$ cat src/rtl/mem_pkg.sv
// Shared definitions for the cache-to-memory line arbiter: FSM states,
// default geometry and the requester-id encoding.
package mem_pkg;

    localparam int DEF_WORD_SIZE  = 16;
    localparam int DEF_LINE_WORDS = 4;
    localparam int DEF_LATENCY    = 4;

    typedef enum logic [1:0] {
        IDLE = 2'd0,
        WAIT = 2'd1,
        XFER = 2'd2,
        DONE = 2'd3
    } state_t;

    localparam logic REQ_I = 1'b0;
    localparam logic REQ_D = 1'b1;

    function automatic int max_int(input int a, input int b);
        return (a > b) ? a : b;
    endfunction

endpackage

$ cat src/rtl/mem_rr_pick.sv
// Two-input round-robin picker. The pointer names the requester that wins a
// tie; after every grant it moves to the side that did not win.
module mem_rr_pick
    import mem_pkg::*;
(
    input  logic Clk,
    input  logic Reset_N,
    input  logic grant_en,
    input  logic req_i,
    input  logic req_d,
    output logic pick_vld,
    output logic pick_id
);

    logic ptr_q;

    // Choose the single requester, or the pointer's favourite on a tie
    always_comb begin
        pick_vld = req_i | req_d;
        pick_id  = ptr_q;
        if (req_i && !req_d) begin
            pick_id = REQ_I;
        end else if (req_d && !req_i) begin
            pick_id = REQ_D;
        end
    end

    // Point at the loser of each grant so the other side wins the next tie
    always_ff @(posedge Clk or negedge Reset_N) begin
        if (!Reset_N) begin
            ptr_q <= REQ_D;
        end else if (grant_en && pick_vld) begin
            ptr_q <= ~pick_id;
        end
    end

endmodule

$ cat src/rtl/mem_line_arbiter.sv
// Serialises whole-line instruction/data miss traffic onto a single
// word-wide memory port: fixed wait, one word per beat, one-cycle ack.
module mem_line_arbiter
    import mem_pkg::*;
#(
    parameter int WORD_SIZE  = DEF_WORD_SIZE,
    parameter int LINE_WORDS = DEF_LINE_WORDS,
    parameter int LATENCY    = DEF_LATENCY
) (
    input  logic                            Clk,
    input  logic                            Reset_N,
    input  logic                            i_req,
    input  logic [WORD_SIZE-1:0]            i_addr,
    output logic [WORD_SIZE*LINE_WORDS-1:0] i_line,
    output logic                            i_ack,
    input  logic                            d_req,
    input  logic                            d_we,
    input  logic [WORD_SIZE-1:0]            d_addr,
    input  logic [WORD_SIZE*LINE_WORDS-1:0] d_wline,
    output logic [WORD_SIZE*LINE_WORDS-1:0] d_rline,
    output logic                            d_ack,
    output logic                            m_readM,
    output logic                            m_writeM,
    output logic [WORD_SIZE-1:0]            m_address,
    output logic [WORD_SIZE-1:0]            m_wdata,
    input  logic [WORD_SIZE-1:0]            m_rdata
);

    localparam int LINE_W = WORD_SIZE * LINE_WORDS;
    localparam int OFF_W  = $clog2(LINE_WORDS);
    localparam int CNT_W  = $clog2(max_int(LATENCY, LINE_WORDS));
    localparam logic [WORD_SIZE-1:0] ALIGN_MASK = ~WORD_SIZE'(LINE_WORDS - 1);
    localparam logic [CNT_W-1:0]     WAIT_LAST  = CNT_W'(LATENCY - 1);
    localparam logic [CNT_W-1:0]     XFER_LAST  = CNT_W'(LINE_WORDS - 1);

    state_t               state_q;
    logic [CNT_W-1:0]     cnt_q;
    logic                 id_q;
    logic                 we_q;
    logic [WORD_SIZE-1:0] base_q;
    logic [LINE_W-1:0]    wline_q;
    logic [WORD_SIZE-1:0] line_buf [LINE_WORDS];
    logic [LINE_W-1:0]    line_next;
    logic [OFF_W-1:0]     beat;
    logic                 in_xfer;
    logic                 pick_vld;
    logic                 pick_id;

    assign beat    = cnt_q[OFF_W-1:0];
    assign in_xfer = (state_q == XFER);

    mem_rr_pick u_pick (
        .Clk      (Clk),
        .Reset_N  (Reset_N),
        .grant_en (state_q == IDLE),
        .req_i    (i_req),
        .req_d    (d_req),
        .pick_vld (pick_vld),
        .pick_id  (pick_id)
    );

    // Assemble the full line including the word arriving on the current beat
    always_comb begin
        line_next = '0;
        for (int w = 0; w < LINE_WORDS; w++) begin
            line_next[w*WORD_SIZE +: WORD_SIZE] = (w == int'(beat)) ? m_rdata : line_buf[w];
        end
    end

    // Transaction FSM: grant, fixed wait, burst, then a single ack cycle
    always_ff @(posedge Clk or negedge Reset_N) begin
        if (!Reset_N) begin
            state_q <= IDLE;
            cnt_q   <= '0;
            id_q    <= REQ_D;
            we_q    <= 1'b0;
            base_q  <= '0;
            i_line  <= '0;
            d_rline <= '0;
        end else begin
            case (state_q)
                IDLE: begin
                    if (pick_vld) begin
                        state_q <= WAIT;
                        cnt_q   <= '0;
                        id_q    <= pick_id;
                        we_q    <= (pick_id == REQ_D) && d_we;
                        base_q  <= ((pick_id == REQ_D) ? d_addr : i_addr) & ALIGN_MASK;
                    end
                end
                WAIT: begin
                    if (cnt_q == WAIT_LAST) begin
                        state_q <= XFER;
                        cnt_q   <= '0;
                    end else begin
                        cnt_q <= cnt_q + 1'b1;
                    end
                end
                XFER: begin
                    if (cnt_q == XFER_LAST) begin
                        state_q <= DONE;
                        cnt_q   <= '0;
                        // Publish the line on entry to DONE so it is valid alongside the ack
                        if (!we_q) begin
                            if (id_q == REQ_I) begin
                                i_line <= line_next;
                            end else begin
                                d_rline <= line_next;
                            end
                        end
                    end else begin
                        cnt_q <= cnt_q + 1'b1;
                    end
                end
                default: begin
                    state_q <= IDLE;
                end
            endcase
        end
    end

    // Datapath capture: write-back line at grant, read words during the burst
    always_ff @(posedge Clk) begin
        if (state_q == IDLE && pick_vld && pick_id == REQ_D) begin
            wline_q <= d_wline;
        end
        if (in_xfer && !we_q) begin
            line_buf[beat] <= m_rdata;
        end
    end

    assign i_ack     = (state_q == DONE) && (id_q == REQ_I);
    assign d_ack     = (state_q == DONE) && (id_q == REQ_D);
    assign m_readM   = in_xfer && !we_q;
    assign m_writeM  = in_xfer && we_q;
    assign m_address = in_xfer ? (base_q + WORD_SIZE'(beat)) : '0;
    assign m_wdata   = (in_xfer && we_q) ? wline_q[int'(beat)*WORD_SIZE +: WORD_SIZE] : '0;

endmodule

$ cat config.mk
export PLATFORM = sky130hd
export DESIGN_NAME = mem_line_arbiter
export DESIGN_NICKNAME = d
export VERILOG_FILES = /design/src/rtl/mem_pkg.sv /design/src/rtl/mem_rr_pick.sv /design/src/rtl/mem_line_arbiter.sv
export SDC_FILE = /design/constraint.sdc
export NUM_CORES = 1
export LEC_CHECK = 0
export ABC_AREA = 0
export CAP_MARGIN = 20
export CORE_MARGIN = 1.5
export CORE_UTILIZATION = 50
export CTS_CLUSTER_DIAMETER = 50
export DETAILED_ROUTE_END_ITERATION = 16
export PLACE_DENSITY = 0.8
export SKIP_LAST_GASP = 1
export SYNTH_ARGS = -nofsm -noshare
export SYNTH_HDL_FRONTEND = slang
export SYNTH_SLANG_ARGS = --single-unit
$ cat constraint.sdc
create_clock -name Clk -period 4.8 [get_ports Clk]
set_input_delay 0.96 -clock Clk [delete_from_list [all_inputs] [get_ports Clk]]
set_output_delay 0.96 -clock Clk [all_outputs]
set_load 0.02 [all_outputs]
### Word-level counts from Yosys, hierarchy flattened

Memories as Yosys holds them, arrays and structs flattened.
Cells that the tools add are included.

| operators by class | value |
|---|---|
| shifts and indexed selects | 1 |
| bitwise logic cells | 4 |
| reductions and logical operators | 21 |
| equal/unequal tests | 10 |
| multiplexer cells | 18 |
| add/sub/neg operators | 2 |

Operator list:

| operator | count |
|---|---|
| two-way mux 16 bit | 7 |
| variable part select 64 x 7 -> 16 bit | 1 |
| adder 16 x 2 -> 16 bit | 1 |
| two-way mux 2 bit | 5 |
| logical AND 1 bit | 9 |
| AND reduction 4 bit | 2 |
| equality test 2 bit (second input constant) | 3 |
| one-hot mux 2 bit (3 select lines) | 1 |
| equality test 2 bit (first input constant) | 2 |
| zero test 2 bit | 2 |
| two-way mux 1 bit | 4 |
| inequality test 2 bit (second input constant) | 2 |
| one-hot mux 2 bit (2 select lines) | 1 |
| AND reduction 2 bit | 2 |
| zero test 1 bit | 3 |
| NOT 1 bit | 3 |
| AND reduction 3 bit | 1 |
| adder 2 x 1 -> 2 bit (second input constant) | 1 |
| equality test 1 x 2 -> 1 bit (first input constant) | 1 |
| equality test 2 x 1 -> 1 bit (second input constant) | 1 |
| inequality test 2 x 1 -> 1 bit (second input constant) | 1 |
| nonzero test 2 bit | 1 |
| OR reduction 2 bit | 1 |
| bitwise OR 1 bit | 1 |

| storage, ports and cells | value |
|---|---|
| memories | 1 |
| bits in registers | 213 |
| input bits | 117 |
| RAM bits | 64 |

Memory list:

| memory | words | bits a word | read ports | clocked after memory_dff | wr ports | RTL line | source |
|---|---|---|---|---|---|---|---|
| line_buf | 4 | 16 | 4 | 0 | 1 | mem_line_arbiter.sv:42 | `logic [WORD_SIZE-1:0] line_buf [LINE_WORDS];` |

### Logic depth before layout (Yosys ltp)

Gate-level depths: netlist of the first run.

| depth | value |
|---|---|
| word-level depth | 5 |
| mapped depth | 8 |

### Modules after synthesis

From an unflattened synthesis of the first run, not the netlist that was laid out.

| unflattened totals | value |
|---|---|
| cells, all modules | 785 |
| area, all modules | 10,787.8 µm² |

Modules (own cells, without submodules):

| module | times used | cells an instance | area each (µm²) |
|---|---|---|---|
| mem_line_arbiter | 1 | 779 | 10,729.0 |
| mem_rr_pick | 1 | 6 | 58.8 |

### Least setup slack after synthesis of the first run

No wires, ideal clock.

| path | value |
|---|---|
| path type | in2reg |
| start point | input port d_req |
| end point | register wline_q[0] (enable) |
| stages on the path | 3 |
| buffers on the path | 1 |
| slack | 2,242 ps |
| arrival | 2,162 ps |
| cell sequence | nand2_1 a21oi_2 buf_2 |

| between the ends | value |
|---|---|
| longest elaborated chain between the ends | 4 |
| elaborated cells between the ends (all ways) | 8 |
| classes of those cells | 2 x mux; 1 x bitwise; 5 x reduce/logical |

Ends and longest elaborated chain:

| what | RTL line | source |
|---|---|---|
| start, declared | mem_line_arbiter.sv:16 | `input logic d_req,` |
| logical AND 1 bit / zero test 1 bit (equally long branches) | mem_rr_pick.sv:23, mem_rr_pick.sv:21 |  |
| two-way mux 1 bit / logical AND 1 bit (equally long branches) | mem_rr_pick.sv:23, mem_rr_pick.sv:21 |  |
| two-way mux 1 bit | mem_rr_pick.sv:21 | `if (req_i && !req_d) begin` |
| logical AND 1 bit (*) | mem_line_arbiter.sv:124 | `if (state_q == IDLE && pick_vld && pick_id == REQ_D) begin` |
| end signal, assigned | mem_line_arbiter.sv:125 | `wline_q <= d_wline;` |
| end, declared | mem_line_arbiter.sv:41 | `logic [LINE_W-1:0] wline_q;` |

Every way passes the cells marked *; elsewhere a longest branch is shown, timed or not.
A chain may end at the register's enable or synchronous reset.

### Worst setup path in the final report of the first run

| path | value |
|---|---|
| start point | register state_q[0] |
| end point | output port m_wdata[1] |

| between the ends | value |
|---|---|
| longest elaborated chain between the ends | 3 |

Ends and longest elaborated chain:

| what | RTL line | source |
|---|---|---|
| start, declared | mem_line_arbiter.sv:36 | `state_t state_q;` |
| start signal, assigned | mem_line_arbiter.sv:73 | `state_q <= IDLE;` |
| start signal, assigned | mem_line_arbiter.sv:84 | `state_q <= WAIT;` |
| start signal, assigned | mem_line_arbiter.sv:93 | `state_q <= XFER;` |
| equality test 2 bit | mem_line_arbiter.sv:50 | `assign in_xfer = (state_q == XFER);` |
| logical AND 1 bit | mem_line_arbiter.sv:137 | `assign m_wdata = (in_xfer && we_q) ? wline_q[int'(beat)*WORD_SIZE +: WORD_SIZE] : '0;` |
| two-way mux 16 bit | mem_line_arbiter.sv:137 |  |
| end, declared | mem_line_arbiter.sv:25 | `output logic [WORD_SIZE-1:0] m_wdata,` |

No other way between the ends.

==> results of run 1 <==
logic make-up after synthesis:
| group | after synthesis |
|---|---|
| flops | 277 |
| simple gates | 189 |
| compound gates | 153 |
| mux | 83 |
| buf+inv | 55 |
| fa+ha+maj | 9 |
power by group through the flow:
| stage | logic (mW) | clock network (mW) | registers [mW] |
|---|---|---|---|
| 4_1_cts | 3.80 | 2.36 | 3.74 |
| 3_5_place_dp | 3.77 | 0 | 3.77 |
| 6_report | 3.76 | 2.33 | 3.74 |
| 2_1_floorplan | 1.42 | 0 | 4.32 |
| 5_1_grt | 4.05 | 2.45 | 3.83 |
| 3_3_place_gp | 3.69 | 0 | 3.73 |
metal layers:
metal,part of all wire,up-vias,global-route usage
li1,-,3287,-
met1,0.42,3515,0.327
met2,0.49,268,0.392
met3,0.060,56,0.0451
met4,0.032,0,0.0931
met5,0,-,0
worst max-delay path, cell delays in order (launching register included):
cell	delay (ns)
dfrtp_1	0.40
inv_1	0.11
ha_1	0.52
nand2_1	0.60
nor2b_1	0.30
clkdlybuf4s50_1	0.64
cell type report:
cell class	instances	area, sq um	area share
clock buffers	39	847	0.0576
well taps	275	344	0.0234
repair buffers	287	2870	0.195
inverters	9	36.3	0.00247
flip-flops and latches	277	7570	0.515
clock inverters	17	166	0.0113
multi-input cells	434	2870	0.195
worst max-delay path by stage:
| stage | startpoint | to | slack (ns) | cells past startpoint |
|---|---|---|---|---|
| 2_1_floorplan | d_req | wline_q[0]$_DFFE_PP_ | 2.24 | 3 |
| 3_3_place_gp | state_q[0]$_DFFE_PN0P_ | m_wdata[10] | 1.31 | 5 |
| 3_5_place_dp | state_q[0]$_DFFE_PN0P_ | m_wdata[1] | 1.27 | 5 |
| 4_1_cts | state_q[0]$_DFFE_PN0P_ | m_wdata[1] | 0.68 | 5 |
| 5_1_grt | state_q[0]$_DFFE_PN0P_ | m_wdata[4] | 0.44 | 5 |
| 6_report | state_q[0]$_DFFE_PN0P_ | m_wdata[1] | 0.73 | 5 |
through the flow:
step	util	hold WS, ns	worst slack [ns]
6_report	0.700	0.475	0.726
5_1_grt	0.700	0.508	0.437
4_1_cts	0.700	0.482	0.683
3_5_place_dp	0.651	0.469	1.27
3_3_place_gp	0.651	0.461	1.31
2_1_floorplan	-	0.501	2.24
cells in the mapped netlist (3+ instances only):
cell type / number / area share
nor2_1: 68 / 0.024
inv_1: 8 / 0.0028
buf_2: 25 / 0.012
dfrtp_1: 147 / 0.34
mux4_2: 16 / 0.034
buf_6: 3 / 0.0031
a221o_1: 14 / 0.013
nand2_1: 68 / 0.024
ha_1: 9 / 0.010
clkbuf_1: 9 / 0.0031
a21oi_1: 66 / 0.031
and2_1: 32 / 0.019
nor2b_1: 17 / 0.0099
buf_4: 9 / 0.0063
edfxtp_1: 128 / 0.36
o21ai_0: 65 / 0.030
mux2i_1: 66 / 0.062
sequential cells by signal, summed over array words and instances (netlist names), 2 cells and up:
signal,flops
beat,2
i_line,64
state_q,2
base_q,14
wline_q,64
line_buf,64
d_rline,64
==> flow_summary.yaml, run 1 <==
outcome:
  status: "finished, final reports clean"
clocking:
  post_cts_resized: 0
  numCtsBuffers: 30
  ctsLongestPathBuffers: 3
  h-tree-depth: 1
  cts.clk_slew.worst_paths_ns: 0.06
  clock-sinks: 277
  cts_tree: "done"
  clk_latency_ns: 0.55
  cts-root-buf: "clkbuf_16"
  post_cts_buffers: 0
  hold_buffers: 0
pwr:
  p_leak_nw: 5.70
  p_int_mw: 6.49
  seq_power_share: 0.380
  power_frac_comb: 0.383
  switching_share: 0.339
  p_sw_mw: 3.34
  clkPwrFrac: 0.237
  powerDensity_nw_per_um2: 668
  power_mw: 9.83
  ir_drop_mv: 0.436
timing:
  period_minus_slack_ns: 4.07
  skew_ns: 0.0194
  slew_viol_final: 0
  rsz0062_at_grt: "no"
  max_freq_mhz: 245
  finalHoldViolations: 0
  slew_headroom: 0.305
  setup_viol: 0
  finalCritPeriodShare: 0.849
  worstMarginPinSlew_ns: 1.04
  tns_ns: 0
critical_path:
  cp_max_fo: 20
  required_ns: 3.84
  endpoint_kind: "primary output"
  reg2reg_depth: 3
  r2r-end: "line_buf[0][1]$_DFFE_PP_"
  worst_setup_path_start_kind: "register"
  cp.arrival_ns: 3.11
  reg2reg_from: "beat[1]$_DFFE_PN0P_"
  path_class: "reg2out"
  rrSetupSlack_ns: 1.75
logic_synthesis:
  ys.flop_type: "dfrtp_1"
  ys_seq_area_frac: 0.706
  synthXorXnorAreaFrac: 0
  synth_fa_ha_area_frac: 0.0105
  synth_compound_area_frac: 0.0806
  synth_area_sq_um: 10700
  syn_inst: 766
  synth-simple-area-share: 0.0791
  synth_top_family_by_area: "multiplexers"
  synth_warnings: 0
  syn_nets: 892
  async_flop_share: 0.538
  synth_edf_count: 128
  synth_mux_area_frac: 0.0962
  ys_seq_elements: 277
  synth.distinct_cells: 31
  syn-mean-instance-area_sq_um: 14.0
route:
  firstDrtPassIters: 5
  drc_errors: 0
  via_per_inst: 5.33
  drt-total-wl_um: 26800
  vias: 7126
  drt-initial-drc-count: 442
  wl_per_cell_um: 20.0
  drtAntennaViolNets: 0
floorplanning:
  fp.dieH_um: 149
  dieArea_sq_um: 22300
  die_w_um: 149
  initial_core_util: 0.510
  core_sq_um: 21000
  io_pins: 281
  rows: 53
place:
  place_area_sq_um: 13700
  placedCellCount: 1281
  place_congestion: 0.779
  dp_hpwl_um: 17700
  io_buffers: 276
finish:
  layout.nets: 1165
  layout_common_cells: "clkdlybuf4s50_1 (275), dfrtp_1 (147), edfxtp_1 (128)"
  layout.cells.non_filler: 1338
  layout_commonest_cell: "clkdlybuf4s50_1"
  area_growth_pct: 37.1
  antennaDiodeCount: 0
  fill_cells: 1446
  stdcell_area_sq_um: 14700
  layout-drive-gt1-share: 0.0762
grt:
  grt_pass1_vias: 7222
  antenna_found_initial: 0
  grt_max_degree: 129
  grt_use_total: 0.242
  grt_pass1_wl_um: 41000
  overflow: 0
job:
  cap_violations: 0
hold_path:
  min_path_type: "in2async"
Note: power is estimated with default switching activity, not from simulation.
==> run 2: changes to the inputs <==
--- a/config.mk
+++ b/config.mk
@@ -8,10 +8,10 @@
 export ABC_AREA = 0
 export CAP_MARGIN = 20
 export CORE_MARGIN = 1.5
-export CORE_UTILIZATION = 50
+export CORE_UTILIZATION = 44
 export CTS_CLUSTER_DIAMETER = 50
 export DETAILED_ROUTE_END_ITERATION = 16
-export PLACE_DENSITY = 0.8
+export PLACE_DENSITY = 0.74
 export SKIP_LAST_GASP = 1
 export SYNTH_ARGS = -nofsm -noshare
 export SYNTH_HDL_FRONTEND = slang
==> constraint.sdc (replaced) <==
create_clock -name Clk -period 3.6 [get_ports Clk]
set_input_delay 0.72 -clock Clk [delete_from_list [all_inputs] [get_ports Clk]]
set_output_delay 0.72 -clock Clk [all_outputs]
set_load 0.02 [all_outputs]
==> flow_summary.yaml, run 2 (synthesis gave the netlist of run 1 again) <==
place:
  placedCellCount: 1332
  io_buffers: 276
  place_congestion: 0.800
  place_area_sq_um: 13800
  dp_hpwl_um: 18200
timing:
  worstMarginPinSlew_ns: 0.834
  tns_ns: 0
  rsz0062_at_grt: "no"
  skew_ns: 0.0168
  slew_viol_final: 0
  finalCritPeriodShare: 0.943
  setup_viol: 0
  slew_headroom: 0.444
  max_freq_mhz: 294
  finalHoldViolations: 0
  period_minus_slack_ns: 3.40
grt:
  overflow: 0
  grt_pass1_wl_um: 41800
  grt_pass1_vias: 7177
  antenna_found_initial: 0
  grt_max_degree: 80
  grt_use_total: 0.213
clocking:
  h-tree-depth: 1
  hold_buffers: 0
  post_cts_resized: 0
  post_cts_buffers: 0
  cts-root-buf: "clkbuf_16"
  ctsLongestPathBuffers: 3
  clk_latency_ns: 0.54
  cts.clk_slew.worst_paths_ns: 0.06
  numCtsBuffers: 30
  clock-sinks: 277
  cts_tree: "done"
finish:
  layout.nets: 1171
  stdcell_area_sq_um: 14800
  area_growth_pct: 38.1
  antennaDiodeCount: 0
  multiInputGateArea_sq_um: 2870
  regArea_sq_um: 7570
  layout_common_cells: "clkdlybuf4s50_1 (275), dfrtp_1 (147), edfxtp_1 (128)"
  layout.cells.non_filler: 1388
  fill_cells: 1892
  layout-drive-gt1-share: 0.0786
  layout_commonest_cell: "clkdlybuf4s50_1"
critical_path:
  endpoint_kind: "primary output"
  cp_max_fo: 17
  path_class: "reg2out"
  worst_setup_path_start_kind: "register"
  required_ns: 2.88
  cp.arrival_ns: 2.68
  rrSetupSlack_ns: 1.25
pwr:
  powerDensity_nw_per_um2: 879
  p_leak_nw: 5.72
  ir_drop_mv: 0.469
route:
  drc_errors: 0
  wl_per_cell_um: 19.4
  drt-initial-drc-count: 377
  drtAntennaViolNets: 0
  via_per_inst: 5.07
  drt-total-wl_um: 26900
  vias: 7034
  firstDrtPassIters: 5
floorplanning:
  io_pins: 281
  initial_core_util: 0.453
  fp.dieH_um: 159
  dieArea_sq_um: 25300
  core_sq_um: 23700
  die_w_um: 159
  rows: 56
outcome:
  status: "finished, final reports clean"
job:
  cap_violations: 0
hold_path:
  min_path_type: "in2async"
run 2: changes by cell type in the layout (fill, tap and decap cells not counted), moves of 2 or more:
cell,delta
buf_12,+2
buf_4,+4
clkinvlp_4,-2
inv_6,-2
clkbuf_1,+8
clkinv_1,-5
run 2: cell type report:
| cell class | instances | share of cell area |
|---|---|---|
| Sequential cell | 277 | 0.511 |
| Clock buffer | 48 | 0.0601 |
| Multi-Input combinational cell | 434 | 0.194 |
| Inverter | 9 | 0.00245 |
| Tap cell | 319 | 0.0269 |
| Clock inverter | 8 | 0.00642 |
| Timing Repair Buffer | 293 | 0.199 |
run 2: metrics by stage:
step	hold slack, ns	util	total power, mW	setup WS [ns]
after CTS	0.236	0.625	13.2	0.165
after detailed placement	0.469	0.584	10.1	0.742
after global placement	0.460	0.584	9.96	0.799
after floorplan	0.424	-	7.66	1.15
final	0.211	0.625	13.0	0.204
after global routing	0.267	0.625	13.7	0.0862
run 2: power by group:
| group | switching, mW | internal (mW) |
|---|---|---|
| registers | 0.519 | 4.42 |
| logic | 2.68 | 2.38 |
| clock network | 1.19 | 1.83 |
run 2: per-layer routing:
| metal | share of wire | GRT usage | wire [um] |
|---|---|---|---|
| met2 | 0.49 | 0.360 | 13300 |
| met3 | 0.059 | 0.0401 | 1600 |
| met4 | 0.029 | 0.0738 | 790 |
| met5 | 0 | 0 | 0 |
| met1 | 0.42 | 0.276 | 11200 |
run 2: path summary, 6_finish.rpt:
path                                         from                       end  depth (start not counted)
setup / recovery           state_q[0]$_DFFE_PN0P_                m_wdata[7]                          5
min in group Clk           d_rline[0]$_DFFE_PN0P_    d_rline[0]$_DFFE_PN0P_                          2
hold / removal                            Reset_N    i_line[34]$_DFFE_PN0P_                          1
hold reg to reg            d_rline[0]$_DFFE_PN0P_    d_rline[0]$_DFFE_PN0P_                          2
max in group asynchronous                 Reset_N    base_q[12]$_DFFE_PN0P_                          2
setup reg to reg           state_q[0]$_DFFE_PN0P_  line_buf[0][2]$_DFFE_PP_                          5
run 2: worst max-delay path, cell delays in order (launching register included):
cell and delay (ns):
dfrtp_1 0.39, inv_1 0.11, ha_1 0.20, nand2_1 0.45
nor2b_1 0.33, clkdlybuf4s50_1 0.65
